==> src/rtl/ipsxe_floating_point_apm_addshare_arb_v1_0_pkg.sv <==
// Shared helpers for the APM add-share arbiter slice.
// Width helpers keep tag and slot sizing in one place.
package ipsxe_floating_point_apm_addshare_arb_v1_0_pkg;

  function automatic int clog2(input int n);
    int r;
    r = 0;
    while ((1 << r) < n) r++;
    return (r < 1) ? 1 : r;
  endfunction

  function automatic int tag_width(input int id_w);
    return id_w + 1;
  endfunction

  function automatic int slot_width(input int a_w);
    return a_w + 1;
  endfunction

  localparam int DEF_NUM_REQ = 4;
  localparam int DEF_A_WIDTH = 9;
  localparam int TAG_W  = tag_width(clog2(DEF_NUM_REQ));
  localparam int SLOT_W = slot_width(DEF_A_WIDTH);

endpackage

==> src/rtl/ipsxe_floating_point_rr_arb_v1_0.sv <==
// Combinational round-robin arbiter.
// Search starts at ptr; next pointer is one past the winner.
module ipsxe_floating_point_rr_arb_v1_0
  import ipsxe_floating_point_apm_addshare_arb_v1_0_pkg::*;
#(
  parameter int N  = 4,
  parameter int PW = clog2(N)
) (
  input  logic [N-1:0]  eligible,
  input  logic [PW-1:0] ptr,
  output logic [N-1:0]  grant,
  output logic [PW-1:0] nxt_ptr
);

  logic [PW-1:0] idx;

  // Walk from farthest to nearest so the nearest hit wins.
  always_comb begin
    grant   = '0;
    nxt_ptr = ptr;
    idx     = '0;
    for (int o = N - 1; o >= 0; o--) begin
      idx = PW'((int'(ptr) + o) % N);
      if (eligible[idx]) begin
        grant      = '0;
        grant[idx] = 1'b1;
        nxt_ptr    = PW'((int'(idx) + 1) % N);
      end
    end
  end

endmodule

==> src/rtl/ipsxe_floating_point_apm_addshare_arb_v1_0.sv <==
// Time-shares one APM post-adder (a0_hi + signed cin)
// between NUM_REQ requesters with per-requester result slots.
module ipsxe_floating_point_apm_addshare_arb_v1_0
  import ipsxe_floating_point_apm_addshare_arb_v1_0_pkg::*;
#(
  parameter int NUM_REQ = 4,
  parameter int A_WIDTH = 9,
  parameter int C_WIDTH = 2,
  parameter int APM_LAT = 1,
  parameter int ID_W    = clog2(NUM_REQ)
) (
  input  logic                           i_clk,
  input  logic                           i_rst_n,
  input  logic [NUM_REQ-1:0]             i_req_valid,
  output logic [NUM_REQ-1:0]             o_req_ready,
  input  logic [NUM_REQ*A_WIDTH-1:0]     i_req_a0_hi,
  input  logic [NUM_REQ*C_WIDTH-1:0]     i_req_cin,
  output logic [A_WIDTH:0]               o_apm_z,
  output logic [A_WIDTH:0]               o_apm_x,
  input  logic [A_WIDTH:0]               i_apm_p,
  output logic [NUM_REQ-1:0]             o_rsp_valid,
  input  logic [NUM_REQ-1:0]             i_rsp_ready,
  output logic [NUM_REQ*(A_WIDTH+1)-1:0] o_rsp_data,
  output logic                           o_busy
);

  localparam int P_W = slot_width(A_WIDTH);
  localparam int TW  = tag_width(ID_W);

  logic [NUM_REQ-1:0] outstanding;
  logic [NUM_REQ-1:0] rsp_v;
  logic [NUM_REQ-1:0] eligible;
  logic [NUM_REQ-1:0] grant;
  logic [NUM_REQ-1:0] hs;
  logic [NUM_REQ-1:0] cap;
  logic [NUM_REQ-1:0] out_nxt;
  logic [NUM_REQ-1:0] rsp_nxt;
  logic [ID_W-1:0]    ptr;
  logic [ID_W-1:0]    nxt_ptr;
  logic [ID_W-1:0]    gid;
  logic [TW-1:0]      g_tag;
  logic [TW-1:0]      al_tag;
  logic [P_W-1:0]     slot [NUM_REQ];

  assign eligible = i_req_valid & ~outstanding & {NUM_REQ{i_rst_n}};

  ipsxe_floating_point_rr_arb_v1_0 #(
    .N  (NUM_REQ),
    .PW (ID_W)
  ) u_arb (
    .eligible (eligible),
    .ptr      (ptr),
    .grant    (grant),
    .nxt_ptr  (nxt_ptr)
  );

  assign o_req_ready = grant;

  always_comb begin
    o_apm_z = '0;
    o_apm_x = '0;
    gid     = '0;
    for (int i = 0; i < NUM_REQ; i++) begin
      if (grant[i]) begin
        gid     = ID_W'(i);
        o_apm_z = {1'b0, i_req_a0_hi[i*A_WIDTH +: A_WIDTH]};
        o_apm_x = {{(P_W-C_WIDTH){i_req_cin[i*C_WIDTH+C_WIDTH-1]}},
                   i_req_cin[i*C_WIDTH +: C_WIDTH]};
      end
    end
  end

  assign g_tag = {|grant, gid};

  generate
    if (APM_LAT == 0) begin : g_nopipe
      assign al_tag = g_tag;
    end else begin : g_pipe
      logic [TW-1:0] pipe [APM_LAT];
      always_ff @(posedge i_clk or negedge i_rst_n) begin
        if (!i_rst_n) begin
          for (int k = 0; k < APM_LAT; k++) pipe[k] <= '0;
        end else begin
          pipe[0] <= g_tag;
          for (int k = 1; k < APM_LAT; k++) pipe[k] <= pipe[k-1];
        end
      end
      assign al_tag = pipe[APM_LAT-1];
    end
  endgenerate

  assign hs      = rsp_v & i_rsp_ready;
  assign cap     = al_tag[TW-1] ?
                   (NUM_REQ'(1) << al_tag[ID_W-1:0]) : '0;
  assign out_nxt = (outstanding | grant) & ~hs;
  assign rsp_nxt = (rsp_v & ~hs) | cap;

  // In-flight tags are always covered by their outstanding bit.
  always_ff @(posedge i_clk or negedge i_rst_n) begin
    if (!i_rst_n) begin
      ptr         <= '0;
      outstanding <= '0;
      rsp_v       <= '0;
      o_busy      <= 1'b0;
      for (int i = 0; i < NUM_REQ; i++) slot[i] <= '0;
    end else begin
      ptr         <= nxt_ptr;
      outstanding <= out_nxt;
      rsp_v       <= rsp_nxt;
      o_busy      <= |out_nxt | |rsp_nxt;
      for (int i = 0; i < NUM_REQ; i++)
        if (cap[i]) slot[i] <= i_apm_p;
    end
  end

  always @(posedge i_clk) begin
    if (i_rst_n && al_tag[TW-1])
      assert (!rsp_v[al_tag[ID_W-1:0]]);
  end

  assign o_rsp_valid = rsp_v;

  always_comb begin
    o_rsp_data = '0;
    for (int i = 0; i < NUM_REQ; i++)
      o_rsp_data[i*P_W +: P_W] = slot[i];
  end

endmodule

==> config.mk <==
export PLATFORM = sky130hd
export DESIGN_NAME = ipsxe_floating_point_apm_addshare_arb_v1_0
export DESIGN_NICKNAME = d
export VERILOG_FILES = /design/src/rtl/ipsxe_floating_point_apm_addshare_arb_v1_0_pkg.sv /design/src/rtl/ipsxe_floating_point_rr_arb_v1_0.sv /design/src/rtl/ipsxe_floating_point_apm_addshare_arb_v1_0.sv
export SDC_FILE = /design/constraint.sdc
export NUM_CORES = 1
export LEC_CHECK = 0
export ABC_AREA = 1
export CORE_MARGIN = 2
export CORE_UTILIZATION = 39
export DETAILED_ROUTE_END_ITERATION = 7
export HOLD_SLACK_MARGIN = 0.06
export PLACE_DENSITY = 0.75
export SYNTH_ARGS = -nofsm -noshare
export SYNTH_HDL_FRONTEND = slang
export SYNTH_SLANG_ARGS = --single-unit
==> constraint.sdc <==
create_clock -name i_clk -period 3 [get_ports i_clk]
set_input_delay 0.75 -clock i_clk [delete_from_list [all_inputs] [get_ports i_clk]]
set_output_delay 0.75 -clock i_clk [all_outputs]
set_load 0.03 [all_outputs]
==> metrics.log <==
[metrics] run status: finished with violations
[metrics] violated checks: setup timing
[metrics] number of buffers added by the clock tree synthesis step: 5
[metrics] post-CTS clock slew at the launch and capture registers of the worst setup and hold paths: approximately 0.09 ns
[metrics] count of endpoints failing setup in the final report: 19
[metrics] horizontal extent of the die: 95.6 um
[metrics] multi-input combinational cell area: 1810 um2
[metrics] biggest cell delay along the critical path: around 0.25 ns
[metrics] Pre-antenna DRT Iters: 4
[metrics] insertion delay to the later sink of the worst-skew pair: 0.30 ns
[metrics] warning count from the yosys run: 0
[metrics] Max Transition Viols Final: 0
[metrics] maximum number of pins on one net before global-route repair: 55
[metrics] netlist area before placement: 3270 um2
[metrics] Core Rows: 33
[metrics] Iteration-0 DRC Markers: 68
[metrics] area delta synth->final: 61.2%
[metrics] nets@finish: approximately 640
[metrics] Mapped Avg Cell Area: 7.83 um2
[metrics] shortest clock period the worst path allows after layout: 3.14 ns
[metrics] CTS tree: yes
[metrics] final design area excluding fillers: 5270 um2
[metrics] Crit path arrival time: between 2 and 2.5 ns
[metrics] fraction of the yosys area taken by sequential cells: 41.3%
[metrics] number of instances in the synthesized netlist: 418
[metrics] count of fill cells added during filler insertion: slightly below 700
[metrics] average routed wire per standard cell: 15.1 um
[metrics] Worst-Margin Slew: about 0.66 ns
[metrics] H-Tree Depth: 2
[metrics] antenna diode instance count: 0
[metrics] number of synthesized register bits: 54
[metrics] top-level I/O count: 133
[metrics] cell type of the slowest stage on the worst timing path: sky130_fd_sc_hd__a21oi_4
[metrics] Die Outline Area: around 9100 um2
[metrics] post-place instance area: 4810 um2
[metrics] final hold violation count: 0
[metrics] antenna violations before repair: 0
[metrics] register area: 1350 um2
[metrics] dpl hpwl: between 7000 and 8000 um
[metrics] Max Cap Violations: 0
[metrics] GRT Util Overall: 22.1%
[metrics] Max Fanout on Critical Path: 9
[metrics] kind of start point of the critical path: primary input
[metrics] Detailed Route WL: 10,200 um
[metrics] post-route antenna net violation count: 0
[metrics] Max Root-Sink Buffers: 2
[metrics] remaining design rule violation count: 0
[metrics] endpoint class of the critical path: output pin
[metrics] final weighted congestion in routability-driven placement: 0.900
[metrics] first-pass GRT wire length: around 16,000 um
[metrics] final global-route overflow total: 0
[metrics] via count of the first global-routing pass: approximately 3,400
[metrics] fraction of the cycle the final worst path needs: 105%
[metrics] relative max-transition margin: 56.0%
[metrics] net count of the mapped netlist: 489
[metrics] min-delay worst type: reg -> reg
[metrics] count of input and output buffers: approximately 130
[metrics] placeable core region: approximately 8200 um2
[metrics] number of hold-repair buffers added at the cts stage: 0
[metrics] Initial Util: 40.0%
[metrics] maximum frequency from static timing analysis: 0.319 GHz
[metrics] Cell Chain, Critical Path: buf_12, nand2_1, nor2_1, nand2_1, nand3_2, nand2_2, nor2_4, nand3_2, nand3b_4, nand2_8, nand2_2, inv_2, a21oi_4, buf_6
[metrics] startpoint-to-endpoint class of the critical path: in -> out
[metrics] routed vias: approximately 3,300
[metrics] share of layout cells above drive strength 1: 28.8%
[metrics] clock skew: 0.00470 ns
[metrics] number of distinct library cells after synthesis: 31
[metrics] worst-case setup margin in the final layout: -0.137 ns
[metrics] RSZ-0062 raised after global routing: yes
[metrics] WP data required: 2.25 ns
[metrics] TritonCTS Sinks: 54
[metrics] cell chosen for the clock root: sky130_fd_sc_hd__clkbuf_8
[metrics] height of the chip: 95.6 um
[metrics] average vias per placed instance: 4.93
==> layer usage <==
| layer | GRT usage (%) | vias to the layer above | wire (um) |
|---|---|---|---|
| met5 | 0 | - | 0 |
| met4 | 6.90 | 0 | 206 |
| met3 | 7.75 | 16 | 1050 |
| met2 | 40.7 | 125 | 5080 |
| met1 | 23.4 | 1571 | 3890 |
| li1 | - | 1628 | - |
==> worst max-delay path, delay by kind of cell <==
kind	cells	cell delay [ns]
compound gates	1	0.25
buf+inv	3	0.34
simple gates	10	1.03
==> Yosys cell counts, drive strengths merged <==
master    n  area share, %
nand2   120             15
dfrtp    54             41
nand3    54             10
inv      48            5.7
o21ai    47            7.2
nor2     22            2.8
buf      21            5.0
nand3b   13            3.5
a21oi    12            2.8
clkbuf    8           0.92
ha        7            2.7
nand4     3           0.57
or2       3           0.73
a22oi     1           0.23
conb      1           0.11
nor4      1           0.19
o21bai    1           0.23
xnor2     1           0.27
xor2      1           0.27
==> kinds of logic (layout without fill, tap and decap cells) <==
logic type | count (synthesis) | in the layout | share of synthesized area (%)
and+or+nand+nor | 216 | 216 | 33.3
buffers and inverters | 77 | 231 | 11.6
AOI/OAI and AO/OA | 61 | 62 | 10.4
DFF | 54 | 54 | 41.3
adders and majority gates | 7 | 7 | 2.68
xor gates and xnor gates | 2 | 2 | 0.535
other | 1 | 1 | 0.115
==> state kept, by name, summed over array words and instances, names as in the netlist <==
| name | cells |
|---|---|
| o_rsp_valid | 4 |
| outstanding | 4 |
| al_tag | 3 |
| o_rsp_data | 40 |
| o_busy | 1 |
| ptr | 2 |
==> layout by cell type, fill, tap and decap left out, types with 7 or more instances in the layout <==
cell                              count
sky130_fd_sc_hd__a21oi_2              8
sky130_fd_sc_hd__buf_4               40
sky130_fd_sc_hd__buf_6               25
sky130_fd_sc_hd__clkdlybuf4s50_1    103
sky130_fd_sc_hd__dfrtp_1             54
sky130_fd_sc_hd__inv_1               38
sky130_fd_sc_hd__inv_2                7
sky130_fd_sc_hd__nand2_1             94
sky130_fd_sc_hd__nand2_2             16
sky130_fd_sc_hd__nand2_4              9
sky130_fd_sc_hd__nand3_1             27
sky130_fd_sc_hd__nand3_2             21
sky130_fd_sc_hd__nand3b_1            11
sky130_fd_sc_hd__nor2_1              18
sky130_fd_sc_hd__o21ai_0             47
==> path summary, 6_finish.rpt <==
kind                            slack (ns)                         end  depth (start not counted)                  startpoint
worst min-delay path                  0.49  o_rsp_data[26]$_DFFE_PN0P_                          2  o_rsp_data[26]$_DFFE_PN0P_
max in group asynchronous             1.96  o_rsp_data[33]$_DFFE_PN0P_                          2                     i_rst_n
worst max-delay path                 -0.14                  o_apm_x[6]                         14                     i_rst_n
worst min register to register        0.49  o_rsp_data[26]$_DFFE_PN0P_                          2  o_rsp_data[26]$_DFFE_PN0P_
worst max register to register        0.81            o_busy$_DFF_PN0_                         17          ptr[0]$_DFFE_PN0P_
min in group asynchronous             0.59    o_rsp_valid[2]$_DFF_PN0_                          2                     i_rst_n
==> area by class of cell <==
class,instances,area share [%]
Multi-Input combinational cell,288,34.4
Timing Repair Buffer,175,32.1
Sequential cell,54,25.6
Inverter,48,3.61
Tap cell,105,2.49
Clock buffer,6,1.57
Clock inverter,2,0.237
==> stage by stage <==
step / TNS [ns] / cells / hold slack [ns] / setup slack [ns] / util, %
floorplan: -1.44 / 418 / 0.454 / -0.180 / -
global placement: -8.74 / 659 / 0.465 / -0.463 / 58.8
detailed placement: -9.64 / 659 / 0.473 / -0.510 / 58.8
CTS: -0.949 / 676 / 0.494 / -0.0849 / 63.7
global route: -3.94 / 678 / 0.522 / -0.240 / 64.5
finish: -1.77 / 678 / 0.492 / -0.137 / 64.5
==> repair_timing <==
action / 4_1_cts / 5_1_grt
cloned: 2 / 0
endpoints found under the setup margin: 23 / 21
setup buffers: 7 / 2
pin swaps: 34 / 8
resized for setup: 79 / 15
Power is left out: the tool's default activity adds up to more than one toggle a clock period on the data nets, which glitch-free logic cannot reach.
